--- src/rtl/mc_control_fsm_pkg.sv ---
// ============================================================================
// Module : mc_ctrl_pkg
// Shared state encoding, opcodes and select encodings for the multicycle
// control unit. Optional feature macro: MC_BNE_EN.
// Revision: 1.0
// ============================================================================
`default_nettype none

package mc_ctrl_pkg;

    typedef enum logic [3:0] {
        S_FETCH  = 4'd0,
        S_DECODE = 4'd1,
        S_MEMADR = 4'd2,
        S_MEMRD  = 4'd3,
        S_MEMWB  = 4'd4,
        S_MEMWR  = 4'd5,
        S_EXEC   = 4'd6,
        S_ALUWB  = 4'd7,
        S_BRANCH = 4'd8,
        S_ADDIEX = 4'd9,
        S_ADDIWB = 4'd10,
        S_JUMP   = 4'd11
    } state_t;

    localparam logic [5:0] c_OP_LW    = 6'b100011;
    localparam logic [5:0] c_OP_SW    = 6'b101011;
    localparam logic [5:0] c_OP_RTYPE = 6'b000000;
    localparam logic [5:0] c_OP_BEQ   = 6'b000100;
    localparam logic [5:0] c_OP_ADDI  = 6'b001000;
    localparam logic [5:0] c_OP_J     = 6'b000010;
    localparam logic [5:0] c_OP_BNE   = 6'b000101;

    localparam logic [1:0] c_ALUOP_ADD   = 2'b00;
    localparam logic [1:0] c_ALUOP_SUB   = 2'b01;
    localparam logic [1:0] c_ALUOP_FUNCT = 2'b10;

    localparam logic [1:0] c_SRCB_B     = 2'b00;
    localparam logic [1:0] c_SRCB_FOUR  = 2'b01;
    localparam logic [1:0] c_SRCB_IMM   = 2'b10;
    localparam logic [1:0] c_SRCB_IMMSH = 2'b11;

    localparam logic [1:0] c_PCSRC_ALU    = 2'b00;
    localparam logic [1:0] c_PCSRC_ALUOUT = 2'b01;
    localparam logic [1:0] c_PCSRC_JUMP   = 2'b10;

    // Successor of DECODE; FETCH doubles as the "unsupported opcode" answer.
    function automatic state_t decode_next(input logic [5:0] op);
        state_t nxt;
        case (op)
            c_OP_LW, c_OP_SW: nxt = S_MEMADR;
            c_OP_RTYPE:       nxt = S_EXEC;
            c_OP_BEQ:         nxt = S_BRANCH;
`ifdef MC_BNE_EN
            c_OP_BNE:         nxt = S_BRANCH;
`endif
            c_OP_ADDI:        nxt = S_ADDIEX;
            c_OP_J:           nxt = S_JUMP;
            default:          nxt = S_FETCH;
        endcase
        return nxt;
    endfunction

endpackage

`default_nettype wire

--- src/rtl/mc_control_fsm_if.sv ---
// ============================================================================
// Module : mc_control_fsm_if
// Control bundle between the multicycle control unit and its datapath.
// Revision: 1.0
// ============================================================================
`default_nettype none

interface mc_control_fsm_if #(
    parameter int RETIRE_W = 32
);
    logic [5:0]          op;
    logic                zero;
    logic                pc_en;
    logic                iord;
    logic                mem_write;
    logic                ir_write;
    logic                reg_dst;
    logic                mem_to_reg;
    logic                reg_write;
    logic                alu_src_a;
    logic [1:0]          alu_src_b;
    logic [1:0]          alu_op;
    logic [1:0]          pc_src;
    logic                illegal_op;
    logic [RETIRE_W-1:0] retired;

    modport master (
        input  op, zero,
        output pc_en, iord, mem_write, ir_write, reg_dst, mem_to_reg,
               reg_write, alu_src_a, alu_src_b, alu_op, pc_src,
               illegal_op, retired
    );

    modport slave (
        output op, zero,
        input  pc_en, iord, mem_write, ir_write, reg_dst, mem_to_reg,
               reg_write, alu_src_a, alu_src_b, alu_op, pc_src,
               illegal_op, retired
    );
endinterface

`default_nettype wire

--- src/rtl/mc_control_fsm_decode.sv ---
// ============================================================================
// Module : mc_ctrl_decode
// Combinational state -> control-vector decoder. Optional macro: MC_BNE_EN.
// Revision: 1.0
// ============================================================================
`default_nettype none

module mc_ctrl_decode
    import mc_ctrl_pkg::*;
(
    input  state_t     state_i,
    input  logic [5:0] op_i,
    input  logic       zero_i,
    input  logic       bne_i,
    output logic       pc_en_o,
    output logic       iord_o,
    output logic       mem_write_o,
    output logic       ir_write_o,
    output logic       reg_dst_o,
    output logic       mem_to_reg_o,
    output logic       reg_write_o,
    output logic       alu_src_a_o,
    output logic [1:0] alu_src_b_o,
    output logic [1:0] alu_op_o,
    output logic [1:0] pc_src_o,
    output logic       illegal_op_o
);

    always_comb begin
        pc_en_o      = 1'b0;
        iord_o       = 1'b0;
        mem_write_o  = 1'b0;
        ir_write_o   = 1'b0;
        reg_dst_o    = 1'b0;
        mem_to_reg_o = 1'b0;
        reg_write_o  = 1'b0;
        alu_src_a_o  = 1'b0;
        alu_src_b_o  = c_SRCB_B;
        alu_op_o     = c_ALUOP_ADD;
        pc_src_o     = c_PCSRC_ALU;
        illegal_op_o = 1'b0;
        case (state_i)
            S_FETCH: begin
                ir_write_o  = 1'b1;
                pc_en_o     = 1'b1;
                alu_src_b_o = c_SRCB_FOUR;
            end
            S_DECODE: begin
                alu_src_b_o  = c_SRCB_IMMSH;
                illegal_op_o = (decode_next(op_i) == S_FETCH);
            end
            S_MEMADR, S_ADDIEX: begin
                alu_src_a_o = 1'b1;
                alu_src_b_o = c_SRCB_IMM;
            end
            S_MEMRD: iord_o = 1'b1;
            S_MEMWB: begin
                mem_to_reg_o = 1'b1;
                reg_write_o  = 1'b1;
            end
            S_MEMWR: begin
                iord_o      = 1'b1;
                mem_write_o = 1'b1;
            end
            S_EXEC: begin
                alu_src_a_o = 1'b1;
                alu_op_o    = c_ALUOP_FUNCT;
            end
            S_ALUWB: begin
                reg_dst_o   = 1'b1;
                reg_write_o = 1'b1;
            end
            S_BRANCH: begin
                alu_src_a_o = 1'b1;
                alu_op_o    = c_ALUOP_SUB;
                pc_src_o    = c_PCSRC_ALUOUT;
                pc_en_o     = bne_i ? ~zero_i : zero_i;
            end
            S_ADDIWB: reg_write_o = 1'b1;
            S_JUMP: begin
                pc_src_o = c_PCSRC_JUMP;
                pc_en_o  = 1'b1;
            end
            default: ;
        endcase
    end

endmodule

`default_nettype wire

--- src/rtl/mc_control_fsm.sv ---
// ============================================================================
// Module : mc_control_fsm
// Multicycle MIPS control FSM with retired-instruction counter.
// Optional macro: MC_BNE_EN (bne support). Revision: 1.0
// ============================================================================
`default_nettype none

module mc_control_fsm
    import mc_ctrl_pkg::*;
#(
    parameter int RETIRE_W = 32
) (
    input  logic                clk,
    input  logic                reset,
    mc_control_fsm_if.master    bus
);

    state_t              state_q, state_d;
    logic                bne_q;
    logic [RETIRE_W-1:0] retired_q;
    logic                w_retire;

    always_comb begin
        state_d = state_q;
        case (state_q)
            S_FETCH:  state_d = S_DECODE;
            S_DECODE: state_d = decode_next(bus.op);
            S_MEMADR: state_d = (bus.op == c_OP_SW) ? S_MEMWR : S_MEMRD;
            S_MEMRD:  state_d = S_MEMWB;
            S_EXEC:   state_d = S_ALUWB;
            S_ADDIEX: state_d = S_ADDIWB;
            default:  state_d = S_FETCH;
        endcase
    end

    // Only completed instructions return to FETCH from beyond DECODE.
    assign w_retire = (state_d == S_FETCH) && (state_q != S_FETCH)
                   && (state_q != S_DECODE);

    always_ff @(posedge clk or posedge reset) begin
        if (reset) begin
            state_q   <= S_FETCH;
            bne_q     <= 1'b0;
            retired_q <= '0;
        end else begin
            state_q <= state_d;
            if (state_q == S_DECODE)
                bne_q <= (bus.op == c_OP_BNE);
            if (w_retire)
                retired_q <= retired_q + RETIRE_W'(1);
        end
    end

    mc_ctrl_decode u_decode (
        .state_i      (state_q),
        .op_i         (bus.op),
        .zero_i       (bus.zero),
        .bne_i        (bne_q),
        .pc_en_o      (bus.pc_en),
        .iord_o       (bus.iord),
        .mem_write_o  (bus.mem_write),
        .ir_write_o   (bus.ir_write),
        .reg_dst_o    (bus.reg_dst),
        .mem_to_reg_o (bus.mem_to_reg),
        .reg_write_o  (bus.reg_write),
        .alu_src_a_o  (bus.alu_src_a),
        .alu_src_b_o  (bus.alu_src_b),
        .alu_op_o     (bus.alu_op),
        .pc_src_o     (bus.pc_src),
        .illegal_op_o (bus.illegal_op)
    );

    assign bus.retired = retired_q;

endmodule

`default_nettype wire

--- src/flat_wrapper.sv ---
// flat-port wrapper written by rule: the top's interface ports become plain ports
module mc_control_fsm_flat import mc_ctrl_pkg::*;
#(
    parameter int RETIRE_W = 32
)
  (clk, reset, bus_op, bus_zero, bus_pc_en, bus_iord, bus_mem_write, bus_ir_write, bus_reg_dst, bus_mem_to_reg, bus_reg_write, bus_alu_src_a, bus_alu_src_b, bus_alu_op, bus_pc_src, bus_illegal_op, bus_retired);
  mc_control_fsm_if #(.RETIRE_W(RETIRE_W)) bus_i ();
  input  logic clk;
  input  logic reset;
  input wire logic [$bits(bus_i.op)-1:0] bus_op;
  input wire logic [$bits(bus_i.zero)-1:0] bus_zero;
  output wire logic [$bits(bus_i.pc_en)-1:0] bus_pc_en;
  output wire logic [$bits(bus_i.iord)-1:0] bus_iord;
  output wire logic [$bits(bus_i.mem_write)-1:0] bus_mem_write;
  output wire logic [$bits(bus_i.ir_write)-1:0] bus_ir_write;
  output wire logic [$bits(bus_i.reg_dst)-1:0] bus_reg_dst;
  output wire logic [$bits(bus_i.mem_to_reg)-1:0] bus_mem_to_reg;
  output wire logic [$bits(bus_i.reg_write)-1:0] bus_reg_write;
  output wire logic [$bits(bus_i.alu_src_a)-1:0] bus_alu_src_a;
  output wire logic [$bits(bus_i.alu_src_b)-1:0] bus_alu_src_b;
  output wire logic [$bits(bus_i.alu_op)-1:0] bus_alu_op;
  output wire logic [$bits(bus_i.pc_src)-1:0] bus_pc_src;
  output wire logic [$bits(bus_i.illegal_op)-1:0] bus_illegal_op;
  output wire logic [$bits(bus_i.retired)-1:0] bus_retired;
  assign bus_i.op = bus_op;
  assign bus_i.zero = bus_zero;
  assign bus_pc_en = bus_i.pc_en;
  assign bus_iord = bus_i.iord;
  assign bus_mem_write = bus_i.mem_write;
  assign bus_ir_write = bus_i.ir_write;
  assign bus_reg_dst = bus_i.reg_dst;
  assign bus_mem_to_reg = bus_i.mem_to_reg;
  assign bus_reg_write = bus_i.reg_write;
  assign bus_alu_src_a = bus_i.alu_src_a;
  assign bus_alu_src_b = bus_i.alu_src_b;
  assign bus_alu_op = bus_i.alu_op;
  assign bus_pc_src = bus_i.pc_src;
  assign bus_illegal_op = bus_i.illegal_op;
  assign bus_retired = bus_i.retired;
  mc_control_fsm #(.RETIRE_W(RETIRE_W)) u_core (.clk(clk), .reset(reset), .bus(bus_i));
endmodule
--- config.mk ---
export PLATFORM = sky130hd
export DESIGN_NAME = mc_control_fsm_flat
export DESIGN_NICKNAME = d
export VERILOG_FILES = /design/src/rtl/mc_control_fsm_pkg.sv /design/src/rtl/mc_control_fsm_if.sv /design/src/rtl/mc_control_fsm_decode.sv /design/src/rtl/mc_control_fsm.sv /design/src/flat_wrapper.sv
export SDC_FILE = /design/constraint.sdc
export NUM_CORES = 1
export LEC_CHECK = 0
export BUFFER_PORTS_ARGS = -buffer_cell sky130_fd_sc_hd__buf_4
export CORE_MARGIN = 2
export CORE_UTILIZATION = 35
export DETAILED_ROUTE_END_ITERATION = 8
export PLACE_DENSITY_LB_ADDON = 0.05
export SYNTH_ARGS = -nofsm -noshare
export SYNTH_HDL_FRONTEND = slang
export SYNTH_HIERARCHICAL = 1
export SYNTH_SLANG_ARGS = --single-unit
--- constraint.sdc ---
create_clock -name clk -period 1.8 [get_ports clk]
set_input_delay 0.18 -clock clk [delete_from_list [all_inputs] [get_ports clk]]
set_output_delay 0.18 -clock clk [all_outputs]
set_load 0.02 [all_outputs]
==> impl_metrics.tcl <==
set metrics [dict create \
    cap_viol_max_count 0 \
    io_buffers 55 \
    place_area_um2 2640 \
    ys_seq_area_share_pct 44.5 \
    antenna_found_initial 0 \
    grt_max_degree 38 \
    ir_drop_mv 0.450 \
    nets 291 \
    grt.overflow.total 0 \
    root_buffer "clkbuf_8" \
    clk_latency_ns 0.28 \
    start_kind "register" \
    status "finished, final reports clean" \
    endpoint "bus_reg_write" \
    dieArea_um2 6580 \
    worstPathArrival_ns 1.54 \
    pwr-share-seq_pct 36.5 \
    hold_viol_final 0 \
    numClockSinks 37 \
    final_cell_count_no_fill 355 \
    combPwrFrac_pct 44.3 \
    cts_htree_levels 2 \
    synth_seq_cells 37 \
    num_antenna_cells 0 \
    r2r-start "u_core/state_q[1]$_DFF_PP0_" \
    slew_viol_final 0 \
    cp.required_ns 1.62 \
    wl_um 4860 \
    synth_cell_types 42 \
    first_pass_iters 4 \
    min_period_ns 1.72 \
    routed_via_density 4.96 \
    power.internal_mw 1.71 \
    grt_pass1_vias 1626 \
    grt_pass1_wl_um 7900 \
    gp_congestion 0.771 \
    start_util_pct 35.6 \
    syn_inst 207 \
    dp_cells 343 \
    r2r_cells 5 \
    final_antenna_net_count 0 \
    setup_tns_ns 0 \
    design_area_um2 2830 \
    synth.area.top_cells "dfrtp_1 (44%), xor2_1 (10%), xnor2_1 (4.6%)" \
    area_growth_pct 35.8 \
    rows 28 \
    yosysWarnings 6 \
    r2r-end "u_core/bus.retired[9]$_DFFE_PP0P_" \
    synth_top_area_share_pct 44.5 \
    num_vias 1761 \
    syn_area_per_cell_um2 10.1 \
    r2r_slack_ns 0.09 \
    drc 0 \
    synth-edff-count 0 \
    rsz0062_at_grt "no" \
    hold_buffers 0 \
    p_sw_mw 1.01 \
    path_max_fanout 5 \
    die_x_um 81.1 \
    die_h_um 81.1 \
    hold_class "primary input to asynchronous set/reset pin" \
    drive_gt1_share_pct 37.5 \
    clock.fmax_mhz 580 \
    hpwl_um 3420 \
    startpoint "u_core/state_q[2]$_DFF_PP0_" \
    worst_pin_slew_ns 0.485 \
    cts_tree "done" \
    power_density_nw_per_um2 964 \
    yosysTopAreaCell "dfrtp_1" \
    wl_per_cell_um 13.7 \
    worst_setup_path_end_kind "primary output" \
    p_sw_share_pct 37.1 \
    p_leak_nw 1.43 \
    first_iter_violations 81 \
    critical_path_class "register to primary output" \
    numCtsBuffers 5 \
    synth_flop_cell "dfrtp_1" \
    syn-num-nets 217 \
    setup_viol 0 \
    clkTransAtPathRegs_ns 0.07 \
    ios 56 \
    period_share_pct 95.7 \
    syn_area_um2 2080 \
    clk_path_buf_depth 2 \
    p_clk_share_pct 19.2 \
    fin_skew_ns 0.00678 \
    coreArea_um2 5850 \
    async_flop_share_pct 100 \
    grt_usage_pct 15.5 \
    relSlewSlack_pct 67.7 \
]
-- cell families after synthesis --
| logic type | count (synthesis) | synth area share, % |
|---|---|---|
| compound gates | 17 | 6.07 |
| simple gates | 101 | 29.1 |
| buf+inv | 13 | 3.37 |
| mux | 2 | 1.08 |
| xor+xnor | 35 | 14.7 |
| flops | 37 | 44.5 |
| fa+ha+maj | 2 | 1.14 |
-- through the flow --
stage | worst slack [ns] | utilization, % | hold WS (ns) | power (mW)
6_report | 0.0772 | 48.3 | 0.0165 | 2.72
5_1_grt | 0.00283 | 48.3 | 0.0475 | 2.89
4_1_cts | 0.00612 | 46.6 | 0.0230 | 2.65
3_5_place_dp | 0.0913 | 45.1 | 0.332 | 2.09
3_3_place_gp | 0.0897 | 45.1 | 0.336 | 2.09
2_1_floorplan | 0.149 | - | 0.328 | 1.69
-- routing by layer --
layer / routed length (um) / GRT usage (%) / share of wire (%) / up-vias
li1: - / - / - / 882
met1: 2430 / 22.3 / 50 / 827
met2: 2140 / 22.7 / 44 / 45
met3: 231 / 3.56 / 4.8 / 7
met4: 55 / 5.59 / 1.1 / 0
met5: 0 / 0 / 0 / -
-- layout make-up --
cell class                 count  area [um2]
clock inverter                 1        5.00
sequential                    37         928
tap                           75        93.8
fill                         583        3020
multi-input combinational    157        1130
clock buffer                   5        68.8
timing repair buffer          74         578
inverter                       6        22.5
-- cells in the mapped netlist, types with 2 or more instances --
master	n
dfrtp_1	37
xor2_1	24
nor2_1	22
nor3_1	15
nand2_1	12
nand3_1	11
xnor2_1	11
and3_1	6
inv_1	6
nand4_1	5
nor4_2	5
nand4_2	4
nor4_1	4
o21ai_0	4
and4_1	3
nor3b_1	3
a21oi_1	2
a31oi_1	2
buf_2	2
buf_6	2
clkbuf_1	2
mux2_2	2
nand2b_1	2
nand2b_4	2
o31ai_1	2
-- critical path, stage by stage (launching register included) --
cell and delay, ns:
dfrtp_2 0.41, buf_4 0.15, nand2b_4 0.16, mux2_2 0.27
o22ai_2 0.14, buf_6 0.14
-- how the worst min path moves through the flow --
stage	startpoint	end	slack [ns]	depth (start not counted)
2_1_floorplan	bus_op[0]	u_core/bne_q$_DFFE_PP0P_	0.33	2
3_3_place_gp	reset	u_core/bus.retired[22]$_DFFE_PP0P_	0.34	3
3_5_place_dp	reset	u_core/bus.retired[22]$_DFFE_PP0P_	0.33	3
4_1_cts	reset	u_core/bus.retired[22]$_DFFE_PP0P_	0.02	3
5_1_grt	reset	u_core/state_q[3]$_DFF_PP0_	0.05	3
6_report	reset	u_core/bus.retired[22]$_DFFE_PP0P_	0.02	3
-- repair_timing --
item | in CTS | in global routing
resized for setup | 2 | 12
pin swaps | 0 | 0
endpoints found under the setup margin | 2 | 9
gates cloned | 0 | 0
setup buffers | 0 | 6
endpoints found under the hold margin | 0 | 0
-- layout by cell type, fill, tap and decap left out, drive strengths merged, types with 4 or more instances in the layout --
master and instances:
buf 74, dfrtp 37, xor2 24, nor2 22, nor3 16, nand2 13
nand3 11, xnor2 11, nand4 9, nor4 9, and3 6, inv 6
clkbuf 5, o21ai 4, nand2b 4
-- state kept, by name, summed over array words and instances, names as in the netlist --
| signal | cells |
|---|---|
| u_core/state_q | 4 |
| u_core/bne_q | 1 |
| u_core/bus.retired | 32 |
-- power groups by stage --
stage	Clock (mW)	Combinational [mW]	Sequential, mW
2_1_floorplan	0	0.633	1.06
3_3_place_gp	0	1.08	1.00
3_5_place_dp	0	1.08	1.01
4_1_cts	0.544	1.11	0.992
5_1_grt	0.583	1.30	1.00
6_report	0.522	1.21	0.994
(Power assumes the default switching activity.)
